### src/rtl/decode_stage.sv
// RV32I decode stage: classifies the instruction, extracts fields and immediate,
// and buffers up to two decoded entries so in_ready comes straight from a flop.

package types;
   typedef enum logic [2:0] {
      R_TYPE       = 3'd0,
      I_TYPE       = 3'd1,
      S_TYPE       = 3'd2,
      B_TYPE       = 3'd3,
      U_TYPE       = 3'd4,
      J_TYPE       = 3'd5,
      INVALID_TYPE = 3'd6
   } inst_format_e;

   typedef enum logic [2:0] {
      ADD  = 3'b000,
      SLL  = 3'b001,
      SLT  = 3'b010,
      SLTU = 3'b011,
      XOR  = 3'b100,
      SR   = 3'b101,
      OR   = 3'b110,
      AND  = 3'b111
   } alu_funct3_e;

   typedef enum logic [6:0] {
      POS = 7'b0000000,
      NEG = 7'b0100000
   } alu_funct7_e;
endpackage

module decode_stage #(
   parameter int unsigned XLEN = 32
) (
   input  logic                clk,
   input  logic                rst_n,
   input  logic                flush,
   input  logic                in_valid,
   output logic                in_ready,
   input  logic [31:0]         in_inst,
   input  logic [XLEN-1:0]     in_pc,
   output logic                out_valid,
   input  logic                out_ready,
   output logic [XLEN-1:0]     out_pc,
   output types::inst_format_e out_format,
   output logic [4:0]          out_rd,
   output logic [4:0]          out_rs1,
   output logic [4:0]          out_rs2,
   output types::alu_funct3_e  out_funct3,
   output types::alu_funct7_e  out_funct7,
   output logic [XLEN-1:0]     out_imm,
   output logic                out_illegal
);
   import types::*;

   typedef struct packed {
      logic [XLEN-1:0] pc;
      inst_format_e    format;
      logic [4:0]      rd;
      logic [4:0]      rs1;
      logic [4:0]      rs2;
      alu_funct3_e     funct3;
      alu_funct7_e     funct7;
      logic [XLEN-1:0] imm;
   } dec_t;

   typedef enum logic [1:0] {StEmpty, StOne, StTwo} state_e;

   localparam dec_t DecReset = '{
      pc:     '0,
      format: INVALID_TYPE,
      rd:     '0,
      rs1:    '0,
      rs2:    '0,
      funct3: ADD,
      funct7: POS,
      imm:    '0
   };

   state_e state_q, state_d;
   dec_t   main_q, main_d;
   dec_t   skid_q, skid_d;
   logic   in_ready_q, in_ready_d;
   logic   out_valid_q, out_valid_d;

   dec_t         dec;
   inst_format_e fmt;
   logic         accept;
   logic         emit;

   always_comb begin
      fmt = INVALID_TYPE;
      unique case (in_inst[6:0])
         7'b0110011:                                     fmt = R_TYPE;
         7'b0010011, 7'b0000011, 7'b1100111, 7'b1110011: fmt = I_TYPE;
         7'b0100011:                                     fmt = S_TYPE;
         7'b1100011:                                     fmt = B_TYPE;
         7'b0110111, 7'b0010111:                         fmt = U_TYPE;
         7'b1101111:                                     fmt = J_TYPE;
         default:                                        fmt = INVALID_TYPE;
      endcase
   end

   always_comb begin
      dec        = DecReset;
      dec.pc     = in_pc;
      dec.format = fmt;
      dec.rd     = in_inst[11:7];
      dec.rs1    = in_inst[19:15];
      dec.rs2    = in_inst[24:20];
      dec.funct3 = alu_funct3_e'(in_inst[14:12]);
      dec.funct7 = alu_funct7_e'(in_inst[31:25]);
      unique case (fmt)
         I_TYPE:  dec.imm = {{20{in_inst[31]}}, in_inst[31:20]};
         S_TYPE:  dec.imm = {{20{in_inst[31]}}, in_inst[31:25], in_inst[11:7]};
         B_TYPE:  dec.imm = {{19{in_inst[31]}}, in_inst[31], in_inst[7], in_inst[30:25],
                             in_inst[11:8], 1'b0};
         U_TYPE:  dec.imm = {in_inst[31:12], 12'b0};
         J_TYPE:  dec.imm = {{11{in_inst[31]}}, in_inst[31], in_inst[19:12], in_inst[20],
                             in_inst[30:21], 1'b0};
         default: dec.imm = '0;
      endcase
   end

   assign accept = in_valid && in_ready_q;
   assign emit   = out_valid_q && out_ready;

   always_comb begin
      state_d = state_q;
      main_d  = main_q;
      skid_d  = skid_q;
      // flush wins over any same-cycle accept or emit
      if (flush) begin
         state_d = StEmpty;
      end else begin
         unique case (state_q)
            StEmpty: begin
               if (accept) begin
                  main_d  = dec;
                  state_d = StOne;
               end
            end
            StOne: begin
               if (accept && emit) begin
                  main_d = dec;
               end else if (accept) begin
                  skid_d  = dec;
                  state_d = StTwo;
               end else if (emit) begin
                  state_d = StEmpty;
               end
            end
            StTwo: begin
               if (emit) begin
                  main_d  = skid_q;
                  state_d = StOne;
               end
            end
            default: state_d = StEmpty;
         endcase
      end
      in_ready_d  = (state_d != StTwo);
      out_valid_d = (state_d != StEmpty);
   end

   always_ff @(posedge clk) begin
      if (!rst_n) begin
         state_q     <= StEmpty;
         main_q      <= DecReset;
         skid_q      <= DecReset;
         in_ready_q  <= 1'b1;
         out_valid_q <= 1'b0;
      end else begin
         state_q     <= state_d;
         main_q      <= main_d;
         skid_q      <= skid_d;
         in_ready_q  <= in_ready_d;
         out_valid_q <= out_valid_d;
      end
   end

   assign in_ready    = in_ready_q;
   assign out_valid   = out_valid_q;
   assign out_pc      = main_q.pc;
   assign out_format  = main_q.format;
   assign out_rd      = main_q.rd;
   assign out_rs1     = main_q.rs1;
   assign out_rs2     = main_q.rs2;
   assign out_funct3  = main_q.funct3;
   assign out_funct7  = main_q.funct7;
   assign out_imm     = main_q.imm;
   assign out_illegal = (main_q.format == INVALID_TYPE);

endmodule

### config.mk
export PLATFORM = sky130hd
export DESIGN_NAME = decode_stage
export DESIGN_NICKNAME = d
export VERILOG_FILES = /design/src/rtl/decode_stage.sv
export SDC_FILE = /design/constraint.sdc
export NUM_CORES = 1
export LEC_CHECK = 0
export BUFFER_PORTS_ARGS = -buffer_cell sky130_fd_sc_hd__buf_2
export CAP_MARGIN = 20
export CORE_MARGIN = 2
export CORE_UTILIZATION = 59
export CTS_CLUSTER_SIZE = 40
export DETAILED_ROUTE_END_ITERATION = 12
export PLACE_DENSITY = 0.95
export SKIP_CTS_REPAIR_TIMING = 1
export SLEW_MARGIN = 25
export SYNTH_ARGS = -nofsm -noshare
export SYNTH_HDL_FRONTEND = slang
export SYNTH_SLANG_ARGS = --single-unit
### constraint.sdc
create_clock -name clk -period 8.04 [get_ports clk]
set_input_delay 1.206 -clock clk [delete_from_list [all_inputs] [get_ports clk]]
set_output_delay 1.206 -clock clk [all_outputs]
set_load 0.01 [all_outputs]
==> flow_metrics.py <==
metrics = {
    "outcome": {
        "outcome": "complete, no violations",
    },
    "routing": {
        "routed-wl-met3_mm": 1.91,
        "firstDrtPassIters": 6,
        "vias": 7640,
        "postRouteAntennaNets": 0,
        "top_layer": "met4",
        "drt_iter0_drc": 889,
        "drt_wl_total_mm": 21.3,
        "drc": 0,
        "wl_per_cell_um": 17.0,
        "viasPerCell": 6.10,
        "drt-met1-wl_mm": 8.73,
        "wl_met2_mm": 10.0,
    },
    "power": {
        "pwr-share-comb": 0.096,
        "clockPowerShare": 0.461,
        "p_leak_nw": 3.87,
        "p_sw_frac": 0.236,
        "seq_power_share": 0.443,
        "p_int_w": 0.00170,
        "power_density_nw_per_um2": 237,
        "vdd_drop_max_v": 0.000139,
        "p_switching_w": 0.000525,
        "finalPower_w": 0.00222,
    },
    "worst_setup_path": {
        "cp_slowest_cell": "a21oi_4",
        "reg2reg_to": "out_imm[16]",
        "crit_chain": "nand2b_4 > a21o_1 > a21oi_4 > buf_4 > nand3_1 > a21oi_1 > a2111oi_2",
        "path_class": "register to register",
        "timing.rr.start": "state_q[0]",
        "worst-path-max-fanout": 81,
        "end_kind": "register",
        "crit_required_ps": 8320,
        "crit_path_max_incr_delay_ps": 660,
        "r2r_cells": 7,
        "worst-r2r-setup-slack_ps": 4380,
        "critical_path_arrival_ps": 3950,
        "cp-start-kind": "register",
    },
    "cells_and_area": {
        "drive_above_1_share": 0.218,
        "seq_area_um2": 3760,
        "diodes": 0,
        "fill_cells": 978,
        "area_growth_pct": 18.4,
        "multiInputGateArea_um2": 3800,
        "fin_nets": 1133,
    },
    "synthesis": {
        "synthCells": 962,
        "synth_top_family_by_area": "compound AO/OA/AOI/OAI gates",
        "synth_mux_area_frac": 0,
        "yosys.area_share.simple": 0.233,
        "synth_top_area_cell": "dfxtp_1",
        "dominantRegCellSynth": "dfxtp_1",
        "synth-edff-count": 0,
        "ys_seq_area_frac": 0.474,
        "synth.area.top_cells": "dfxtp_1 (47%), nand2_1 (12%), a311oi_1 (6.3%)",
        "syn-num-nets": 1032,
        "synth-compound-area-share": 0.239,
        "yosysWarnings": 0,
        "synthAdderAreaFrac": 0.00158,
        "async_flop_share": 0,
        "synth-seq-cells": 188,
        "synth_xor_xnor_area_share": 0.00110,
        "netlist.area_leader.share": 0.474,
        "syn_avg_cell_area_um2": 8.25,
        "netlist_area_um2": 7940,
        "synth_cell_type_count": 54,
    },
    "clocking": {
        "h-tree-depth": 4,
        "clk_latency_ps": 440,
        "clock_sinks": 188,
        "numCtsBuffers": 17,
        "tritoncts": "built",
        "cts-root-buf": "clkbuf_16",
        "path_clk_slew_ps": 70,
        "clock_path_buffers": 2,
    },
    "sta": {
        "rsz0062_at_grt": "false",
        "period_needed_ps": 3660,
        "finalMaxSlewViolations": 0,
        "clock.fmax_ghz": 0.273,
        "layout_worst_path_cycle_share": 0.456,
        "setup_viol": 0,
        "max-slew-margin-rel": 0.299,
        "worst_slew_pin_slew_ps": 1050,
        "finClkSkew_ps": 13.4,
        "hold_viol_final": 0,
        "setup_tns_ps": 0,
    },
    "floorplan": {
        "start_util": 0.602,
        "die_y_um": 120,
        "ioPinCount": 164,
        "dieWidth_um": 120,
        "die_area_um2": 14400,
        "coreArea_um2": 13200,
        "num_rows": 42,
    },
    "global_routing": {
        "antenna_found_initial": 0,
        "grt_pass1_vias": 6733,
        "grt_pass1_wl_mm": 33.2,
        "grt_max_degree": 85,
        "overflow": 0,
        "grt_use_total": 0.288,
    },
    "hold_path": {
        "hold_start": "skid_q[47]",
        "hold_end": "skid_q[47]",
        "holdCritPathClass": "register to register",
        "hold_path_depth": 2,
    },
    "placement": {
        "gp_congestion": 0.935,
        "io_buffers": 163,
        "hpwl_mm": 12.9,
    },
    "flow_run": {
        "drv_cap": 0,
    },
}
[metal layers]
layer	up-vias	track usage
li1	3598	-
met1	3587	0.382
met2	400	0.457
met3	55	0.0623
met4	0	0.118
met5	-	0
[sequential cells by signal, summed over array words and instances (netlist names)]
| signal | cells |
|---|---|
| in_ready | 1 |
| out_format | 3 |
| out_funct3 | 3 |
| out_funct7 | 7 |
| out_imm | 32 |
| out_pc | 32 |
| out_rd | 5 |
| out_rs1 | 5 |
| out_rs2 | 5 |
| out_valid | 1 |
| skid_q | 92 |
| state_q | 2 |
[area by class of cell]
| cell class | instances | share of cell area |
|---|---|---|
| Timing Repair Buffer | 169 | 0.0916 |
| Clock buffer | 18 | 0.0468 |
| Tap cell | 176 | 0.0234 |
| Inverter | 6 | 0.00266 |
| Multi-Input combinational cell | 681 | 0.404 |
| Sequential cell | 188 | 0.401 |
| Clock inverter | 14 | 0.0308 |
[cells by family (layout without fill, tap and decap cells)]
kind of cell	count (synthesis)	after routing
fa+ha+maj	1	1
flops	188	188
compound gates	250	250
simple gates	429	429
xor+xnor	1	1
buf+inv	93	207
[Yosys cell counts (all sizes together) (5+ instances only)]
cell / count
a221oi: 7
nand3: 38
buf: 30
a21oi: 88
dfxtp: 188
a2111oi: 12
o21bai: 12
a311oi: 57
a21o: 16
nand2b: 5
nand2: 247
and3: 6
nand4: 12
o21ai: 13
inv: 6
clkbuf: 57
nor2: 96
a221o: 28
[layout by cell type (no fill, tap or decap), types with 2 or more instances in the layout]
cell	n
a2111oi_2	12
a211oi_1	3
a21o_1	16
a21oi_1	85
a21oi_2	2
a221o_1	28
a221oi_1	7
a311oi_1	57
a31oi_1	2
a32o_1	2
and2_1	2
and3_1	5
and4_1	2
buf_2	163
buf_4	6
bufinv_16	8
clkbuf_16	17
clkinvlp_4	5
dfxtp_1	188
inv_1	4
nand2_1	247
nand2b_1	4
nand3_1	38
nand3b_1	2
nand4_1	12
nand4b_1	2
nor2_1	93
nor2_2	2
nor3_2	2
nor4_1	2
o211ai_1	4
o21ai_0	12
o21bai_1	12
o22ai_1	3
or2_2	3
[stage by stage]
stage          worst slack (ps)  utilization  std cells  hold slack (ps)  cell area, um2
6_report                   4380        0.712       1252              455            9390
5_1_grt                    4160        0.712       1252              468            9390
4_1_cts                    4390        0.712       1252              456            9390
3_5_place_dp               4080        0.657       1220              447            8670
3_3_place_gp               4180        0.657       1220              440            8670
2_1_floorplan              4440            -        962              432            7940
[power groups by stage]
stage	Sequential, W	Clock (W)	Combinational (W)
after floorplan	0.00102	0	0.000113
after global placement	0.00100	0	0.000204
after detailed placement	0.00101	0	0.000210
after CTS	0.000984	0.00103	0.000212
after global routing	0.000988	0.00107	0.000232
final	0.000984	0.00102	0.000214
[how the worst max path moves through the flow]
| stage | depth (start not counted) | to | slack (ps) | from |
|---|---|---|---|---|
| finish | 7 | out_imm[16] | 4380 | state_q[0] |
| global route | 7 | out_imm[16] | 4160 | state_q[0] |
| CTS | 7 | out_imm[16] | 4390 | state_q[0] |
| detailed placement | 8 | out_imm[16] | 4080 | in_valid |
| global placement | 8 | out_imm[19] | 4180 | in_valid |
| floorplan | 12 | skid_q[21] | 4440 | in_inst[2] |
[worst max-delay path, delay by kind of cell (launching register included)]
kind,cells,cell delay (ps)
compound gates,4,1490
flops,1,380
simple gates,2,990
buf+inv,1,620
Note: power is estimated with default switching activity, not from simulation.
